==> src/rtl/pc_redirect_unit.sv <==
// pc_redirect_unit: fetch-side program counter owner.
// Advances the PC one word per cycle and holds it on a decode stall.
// A taken branch or jump resolved in DX loads its target, and the block
// squashes the FD and DX slots in the same cycle.
// BOOT gives one quiet cycle after reset.
// SHADOW ignores the one decision that comes from the squashed slot.
// Optional build macro REDIRECT_STATS_EN adds the redirectCount and
// shadowDropCount saturating statistics outputs.
module pc_redirect_unit #(
    parameter int                ADDR_W   = 32,
    parameter logic [ADDR_W-1:0] RESET_PC = '0
) (
    input  logic              clock,
    input  logic              reset,
    input  logic              stall,
    input  logic              isBranch,
    input  logic [ADDR_W-1:0] addrBranch,
    input  logic              isJump,
    input  logic [ADDR_W-1:0] addrJump,
    output logic [ADDR_W-1:0] pcOut,
    output logic              pcValid,
    output logic              flushFD,
    output logic              flushDX,
    output logic              conflict
`ifdef REDIRECT_STATS_EN
    ,
    output logic [31:0]       redirectCount,
    output logic [15:0]       shadowDropCount
`endif
);

    localparam logic [1:0] BOOT   = 2'd0;
    localparam logic [1:0] RUN    = 2'd1;
    localparam logic [1:0] SHADOW = 2'd2;

    logic [1:0]        state;
    logic              redirect;
    logic              accept;
    logic [ADDR_W-1:0] target;
    logic [ADDR_W-1:0] pcInc;

    // Branch wins over jump when both resolve in the same cycle.
    assign redirect = isBranch | isJump;
    assign target   = isBranch ? addrBranch : addrJump;
    assign pcInc    = pcOut + ADDR_W'(1);

    // Only a RUN-state decision is real; reset masks any flush outright.
    assign accept  = reset && (state == RUN) && redirect;
    assign flushFD = accept;
    assign flushDX = accept;

    // PC, valid, conflict and state sequencing.
    always_ff @(posedge clock) begin
        if (!reset) begin
            state    <= BOOT;
            pcOut    <= RESET_PC;
            pcValid  <= 1'b0;
            conflict <= 1'b0;
        end else begin
            case (state)
                BOOT: begin
                    state   <= RUN;
                    pcValid <= 1'b1;
                end
                RUN: begin
                    if (redirect) begin
                        pcOut <= target;
                        state <= SHADOW;
                        if (isBranch && isJump) begin
                            conflict <= 1'b1;
                        end
                    end else if (!stall) begin
                        pcOut <= pcInc;
                    end
                end
                SHADOW: begin
                    state <= RUN;
                    if (!stall) begin
                        pcOut <= pcInc;
                    end
                end
                default: begin
                    state   <= BOOT;
                    pcOut   <= RESET_PC;
                    pcValid <= 1'b0;
                end
            endcase
        end
    end

`ifdef REDIRECT_STATS_EN
    function automatic logic [31:0] satInc32(input logic [31:0] v);
        return (v == '1) ? v : v + 32'd1;
    endfunction

    function automatic logic [15:0] satInc16(input logic [15:0] v);
        return (v == '1) ? v : v + 16'd1;
    endfunction

    // Saturating counts of accepted redirects and of decisions dropped in SHADOW.
    always_ff @(posedge clock) begin
        if (!reset) begin
            redirectCount   <= '0;
            shadowDropCount <= '0;
        end else begin
            if (accept) begin
                redirectCount <= satInc32(redirectCount);
            end
            if ((state == SHADOW) && redirect) begin
                shadowDropCount <= satInc16(shadowDropCount);
            end
        end
    end
`endif

endmodule

==> config.mk <==
export PLATFORM = sky130hd
export DESIGN_NAME = pc_redirect_unit
export DESIGN_NICKNAME = d
export VERILOG_FILES = /design/src/rtl/pc_redirect_unit.sv
export SDC_FILE = /design/constraint.sdc
export NUM_CORES = 1
export LEC_CHECK = 0
export ABC_AREA = 1
export BUFFER_PORTS_ARGS = -buffer_cell sky130_fd_sc_hd__buf_4
export CORE_MARGIN = 2
export CORE_UTILIZATION = 51
export DETAILED_ROUTE_END_ITERATION = 12
export GPL_TIMING_DRIVEN = 0
export PLACE_DENSITY = 0.81
export SLEW_MARGIN = 25
export SYNTH_ARGS = -nofsm -noshare
export SYNTH_HDL_FRONTEND = slang
export SYNTH_SLANG_ARGS = --single-unit
==> constraint.sdc <==
create_clock -name clock -period 2.1 [get_ports clock]
set_clock_uncertainty 0.15 [all_clocks]
set_input_delay 0.105 -clock clock [delete_from_list [all_inputs] [get_ports clock]]
set_output_delay 0.105 -clock clock [all_outputs]
set_load 0.02 [all_outputs]
==> results of run 1 <==
## kinds of logic after synthesis
family / Yosys count / synth area share, %
simple gates: 289 / 44.0
compound gates: 105 / 20.7
buf+inv: 59 / 8.04
flops: 36 / 24.0
fa+ha+maj: 5 / 2.08
xor+xnor: 2 / 0.583
mux: 2 / 0.666
## worst max path at each step
stage,to,depth (start not counted)
6_report,pcOut[24]$_SDFFE_PN0N_,10
5_1_grt,pcOut[13]$_SDFFE_PN0N_,10
4_1_cts,pcOut[27]$_SDFFE_PN0N_,9
3_5_place_dp,pcOut[20]$_SDFFE_PN0N_,10
3_3_place_gp,pcOut[20]$_SDFFE_PN0N_,10
2_1_floorplan,pcOut[20]$_SDFFE_PN0N_,10
## registers in the layout, indices dropped and copies added (netlist names)
signal    flops
conflict      1
pcOut        32
pcValid       1
state         2
## cell usage in the layout (no fill, tap or decap), types with 2 or more instances in the layout
master | Yosys | final
or2_2 | 10 | 10
a21oi_1 | 30 | 30
o21ai_0 | 26 | 26
clkbuf_8 | 0 | 6
nand2_1 | 146 | 146
inv_1 | 33 | 32
nor2_1 | 66 | 66
nand2_2 | 4 | 4
buf_4 | 2 | 108
o21bai_1 | 4 | 4
nand2_4 | 3 | 3
a21oi_2 | 9 | 8
inv_2 | 3 | 3
o211ai_1 | 10 | 10
nor2_2 | 4 | 3
nand3_1 | 34 | 34
o32ai_1 | 3 | 3
dlygate4sd3_1 | 0 | 3
o22ai_1 | 7 | 7
mux2i_1 | 2 | 2
clkbuf_1 | 11 | 13
nand4_1 | 6 | 6
dfxtp_1 | 36 | 36
nor2_8 | 2 | 2
ha_1 | 5 | 4
o21ai_1 | 13 | 13
nor2_4 | 8 | 9
or2_1 | 2 | 2
a21o_1 | 2 | 2
buf_2 | 10 | 9
## metrics by stage
stage          utilization (%)  total power (W)  hold WS, ns  area (um2)  setup WS, ns
2_1_floorplan                -          0.00109       0.0677        3000         0.311
3_3_place_gp              69.0          0.00133        0.196        3870        0.0308
3_5_place_dp              69.0          0.00134        0.206        3870       -0.0104
4_1_cts                   71.2          0.00187       0.0520        3990        0.0845
5_1_grt                   71.9          0.00199       0.0734        4030       0.00972
6_report                  71.9          0.00190       0.0520        4030        0.0950
## report_power, final
| group | leakage [nW] | internal [W] | total [W] | switching [W] |
|---|---|---|---|---|
| sequential | 0.291 | 0.000710 | 0.000748 | 0.0000375 |
| clock | 0.0455 | 0.000268 | 0.000535 | 0.000266 |
| combinational | 1.38 | 0.000254 | 0.000619 | 0.000365 |
## cell type report
cell class / count / area [um2] / share of cell area [%]
Clock buffer: 8 / 90.1 / 2.23
Inverter: 36 / 139 / 3.45
Timing Repair Buffer: 109 / 826 / 20.5
Multi-Input combinational cell: 403 / 2060 / 51.0
Sequential cell: 36 / 721 / 17.9
Buffer: 23 / 109 / 2.70
Tap cell: 72 / 90.1 / 2.23
## tightest hold or removal path: cells and delay by family
kind / cells / cell delay (ns)
and+or+nand+nor: 2 / 0.11
buffers and inverters: 1 / 0.07
AOI/OAI and AO/OA: 2 / 0.17
## repair_timing
item                       CTS  global route
setup endpoints to repair    4            15
resized for setup            1             4
cloned                       0             0
pin swaps                    0             1
hold endpoints to repair     4             0
setup buffers                0             3
hold buffers                 3             0
## per-layer routing
metal  up-vias  GRT usage, %  share of wire [%]
met4         0          12.2                2.7
met2       182          55.7                 46
li1       1862             -                  -
met3        25          4.00                7.6
met1      1717          43.1                 44
met5         -             0                  0
==> impl_metrics.py, run 1 <==
metrics = {
    "yosys": {
        "avgSynthCellArea_um2": 6.03,
        "yosysMostFrequentCell": "nand2_1",
        "synth_area_leaders": "dfxtp_1, nand2_1, nor2_1",
        "synth-edff-count": 0,
        "synth.net_count": 572,
        "synth_top_area_cell": "dfxtp_1",
        "synth_ff_type": "dfxtp_1",
        "synth_cells": 498,
        "ys_seq_elements": 36,
        "synth_cell_type_count": 35,
        "synth_top_area_share_pct": 24.0,
        "synthTopCellsByCount": "nand2_1, nor2_1, dfxtp_1, nand3_1, inv_1",
        "syn-cell-area_um2": 3000,
        "yosys_warnings": 0,
        "async_flop_share_pct": 0,
        "ys_seq_area_share_pct": 24.0,
    },
    "floorplan": {
        "start_util_pct": 53.6,
        "core_area_um2": 5610,
        "rows": 27,
        "ios": 105,
        "dieWidth_um": 80.8,
        "die_area_um2": 6520,
        "dieHeight_um": 80.8,
    },
    "worst_setup_path": {
        "startpoint": "state[1]$_SDFFE_PN0P_",
        "startpoint_type": "flop",
        "worst-path-buf-inv": 3,
        "required_ns": 2.17,
        "worstPathArrival_ns": 2.08,
        "reg2reg_slack_ns": 0.1,
        "crit_path_end_kind": "flop",
        "max_stage_delay_ns": 0.33,
        "path_max_fanout": 8,
        "crit_path_cell_trace": "inv_1 > ha_2 > inv_1 > nor2_4 > clkinvlp_4 > nor2_1 > o21ai_0 > nand2_1 > nand2_1 > a21oi_2",
        "r2r_cells": 10,
        "cp_top_family": "simple AND/OR/NAND/NOR gates",
        "r2r_start": "state[1]$_SDFFE_PN0P_",
        "crit_slowest_cell": "dfxtp_1",
        "r2r_end": "pcOut[24]$_SDFFE_PN0N_",
        "crit_type": "flop to flop",
    },
    "placement": {
        "dp.cells": 673,
        "gp_congestion": 0.967,
        "port_buffers": 103,
        "hpwlAfterDp_mm": 7.82,
    },
    "clock_network": {
        "cts_tree": "built",
        "clockBufferDepth": 2,
        "cts_inserted_buffers": 5,
        "cts.sinks": 36,
        "h-tree-depth": 2,
        "root_buffer": "clkbuf_8",
        "clk_pin_slew_ns": 0.08,
        "worstSkewPairLatency_ns": 0.29,
    },
    "drt": {
        "drcViolationCount": 0,
        "viasPerCell": 5.51,
        "drtPass1Iterations": 5,
        "num_vias": 3786,
        "drtAntennaViolNets": 0,
        "avgRoutedWirePerCell_um": 15.5,
        "drt_iter0_markers": 286,
        "drt_wl_total_mm": 10.7,
    },
    "timing": {
        "fin_crit_ns": 2.00,
        "rsz0062_at_grt": "false",
        "finalHoldViolations": 0,
        "slew-limit-headroom_pct": 55.9,
        "setup_viol": 0,
        "setup-tns-final_ns": 0,
        "tightest_slew_ns": 0.662,
        "slew_violations": 0,
        "post-route-period-util_pct": 95.5,
        "fmax_mhz": 499,
    },
    "grt": {
        "grt_pass1_wl_mm": 16.5,
        "globalRoute.totalOverflow": 0,
        "antenna_found_initial": 0,
        "grt_max_degree": 11,
        "track_usage_pct": 32.9,
        "grt_pass1_vias": 3415,
    },
    "power_and_ir_drop": {
        "p_leak_nw": 1.72,
        "p_per_area_nw_per_um2": 472,
        "ir_worst_vdd_uv": 316,
    },
    "cells_and_area": {
        "syn_to_final_growth_pct": 34.2,
        "layout-drive-gt1-share_pct": 27.6,
        "final_nets": 688,
        "fill_cells": 518,
        "num_antenna_cells": 0,
        "stdcell_count": 687,
    },
    "outcome": {
        "run_status": "completed",
    },
    "min_path": {
        "worst_hold_startpoint": "addrBranch[29]",
        "min_to": "pcOut[29]$_SDFFE_PN0N_",
        "holdPathStages": 5,
        "hold_path.class": "input port to flop",
    },
    "flow_run": {
        "drv_cap": 0,
    },
}
No activity file was read; power rests on OpenSTA's default activity.
==> run 2, diff against run 1 <==
==> constraint.sdc (replaced) <==
create_clock -name clock -period 2.1 [get_ports clock]
set_clock_uncertainty 0.15 [all_clocks]
set_input_delay 0.525 -clock clock [delete_from_list [all_inputs] [get_ports clock]]
set_output_delay 0.525 -clock clock [all_outputs]
set_load 0.02 [all_outputs]
==> run 2 against run 1 <==
  * Register-to-register slack better by 0.02 ns
  * Final area down 1.1%
  * Sequential share of layout area increased by 0.22 points
  * Power is essentially flat
==> impl_metrics.py, run 2 (synthesis gave the netlist of run 1 again) <==
metrics = {
    "floorplan": {
        "die_area_um2": 6520,
        "rows": 27,
        "ios": 105,
        "start_util_pct": 53.6,
        "core_area_um2": 5610,
        "dieWidth_um": 80.8,
        "dieHeight_um": 80.8,
    },
    "clock_network": {
        "h-tree-depth": 2,
        "cts.hold.buffers_added": 0,
        "root_buffer": "clkbuf_8",
        "worstSkewPairLatency_ns": 0.30,
        "cts_setup_buffers": 0,
        "cts_tree": "built",
        "clk_pin_slew_ns": 0.08,
        "cts_inserted_buffers": 5,
        "clockBufferDepth": 2,
        "cts.sinks": 36,
    },
    "drt": {
        "drt_iter0_markers": 351,
        "highest_layer": "met4",
        "viasPerCell": 5.62,
        "avgRoutedWirePerCell_um": 15.6,
        "num_vias": 3829,
        "met1_length_mm": 4.64,
        "drcViolationCount": 0,
        "drtAntennaViolNets": 0,
        "drt_wl_total_mm": 10.6,
        "drtPass1Iterations": 5,
        "routed-wl-met2_mm": 4.84,
        "met3_length_um": 847,
    },
    "worst_setup_path": {
        "worstPathArrival_ns": 1.37,
        "path_max_fanout": 4,
        "reg2reg_slack_ns": 0.12,
        "crit_type": "flop to output pin",
        "startpoint": "state[1]$_SDFFE_PN0P_",
        "crit_slowest_cell": "dfxtp_1",
        "max_stage_delay_ns": 0.38,
        "r2r_cells": 10,
        "critPathMostFrequentCell": "buf_4",
        "required_ns": 1.42,
        "crit_path_cell_trace": "inv_2 > ha_4 > nand2_1 > nor2_2 > buf_4 > buf_4",
        "r2r_start": "state[1]$_SDFFE_PN0P_",
        "startpoint_type": "flop",
        "r2r_end": "pcOut[20]$_SDFFE_PN0N_",
        "crit_path_end_kind": "output pin",
        "cp-endpoint": "flushFD",
    },
    "cells_and_area": {
        "final_common_cell": "nand2_1",
        "final_cell_mix": "nand2_1, buf_4, nor2_1, dfxtp_1, nand3_1",
        "fill_cells": 522,
        "final_nets": 682,
        "reg.largest.list": "pcOut (32), state (2)",
        "multiInputGateArea_um2": 2070,
        "syn_to_final_growth_pct": 32.8,
        "num_antenna_cells": 0,
        "layout-drive-gt1-share_pct": 27.9,
        "ff_latch_area_um2": 722,
        "largest-register": "pcOut",
        "largest_reg_flops": 32,
    },
    "timing": {
        "fmax_mhz": 488,
        "setup-tns-final_ns": 0,
        "finalHoldViolations": 0,
        "rsz0062_at_grt": "false",
        "slew-limit-headroom_pct": 55.3,
        "slew_violations": 0,
        "fin_crit_ns": 2.05,
        "post-route-period-util_pct": 97.6,
        "tightest_slew_ns": 0.671,
        "setup_viol": 0,
    },
    "outcome": {
        "run_status": "completed",
    },
    "grt": {
        "track_usage_pct": 32.9,
        "grt_max_degree": 11,
        "grt_pass1_vias": 3398,
        "antenna_found_initial": 0,
        "globalRoute.totalOverflow": 0,
        "grt_pass1_wl_mm": 16.5,
    },
    "placement": {
        "port_buffers": 103,
        "hpwlAfterDp_mm": 7.82,
        "gp_congestion": 0.967,
    },
    "power_and_ir_drop": {
        "power_w": 0.00190,
        "p_leak_nw": 1.69,
        "p_per_area_nw_per_um2": 476,
        "ir_worst_vdd_uv": 317,
    },
    "min_path": {
        "hold_path.class": "input port to flop",
    },
    "flow_run": {
        "drv_cap": 0,
    },
}
[run 2: area by class of cell]
class                      instances  share of cell area, %
clock buffer                       8                   2.26
multi-input combinational        403                   51.9
timing repair buffer             103                   19.4
sequential                        36                   18.1
inverter                          36                   3.39
buffer                            23                   2.67
tap                               72                   2.26
[run 2: what timing repair did]
item / 4_1_cts / 5_1_grt
endpoints found under the hold margin: 0 / 0
pin swaps: 0 / 0
endpoints found under the setup margin: 5 / 28
resized for setup: 2 / 6
[run 2: worst min-delay path by stage]
stage                     startpoint                     to  slack [ns]  cells past startpoint
2_1_floorplan  state[1]$_SDFFE_PN0P_  state[1]$_SDFFE_PN0P_        0.34                      2
3_3_place_gp   conflict$_SDFFE_PN0P_  conflict$_SDFFE_PN0P_        0.30                      2
3_5_place_dp   conflict$_SDFFE_PN0P_  conflict$_SDFFE_PN0P_        0.30                      2
4_1_cts                        reset  conflict$_SDFFE_PN0P_        0.32                      3
5_1_grt                        reset  conflict$_SDFFE_PN0P_        0.33                      3
6_report                       reset  conflict$_SDFFE_PN0P_        0.32                      3
[run 2: metal layers]
metal	GRT usage (%)	up-vias
met5	0	-
met1	43.4	1750
met4	12.2	0
li1	-	1859
met3	4.00	24
met2	55.2	196
[run 2: where the power goes]
group          internal [W]  switching (W)
sequential         0.000711      0.0000392
clock              0.000268       0.000272
combinational      0.000243       0.000365
[run 2: through the flow]
step / instances / utilization (%) / area (um2) / setup WS (ns) / hold WS (ns)
4_1_cts: 681 / 70.8 / 3970 / 0.0207 / 0.318
6_report: 681 / 71.1 / 3990 / 0.0512 / 0.320
3_5_place_dp: 673 / 69.0 / 3870 / -0.131 / 0.296
3_3_place_gp: 673 / 69.0 / 3870 / -0.128 / 0.296
5_1_grt: 681 / 71.1 / 3990 / 0.0110 / 0.327
2_1_floorplan: 498 / - / 3000 / 0.158 / 0.345
[run 2: worst max-delay path: cells and delay by family (launching register included)]
| kind | cells | cell delay [ns] |
|---|---|---|
| flip-flops | 1 | 0.38 |
| adder cells (fa/ha/maj) | 1 | 0.18 |
| buffers and inverters | 3 | 0.35 |
| AND/OR/NAND/NOR | 2 | 0.17 |
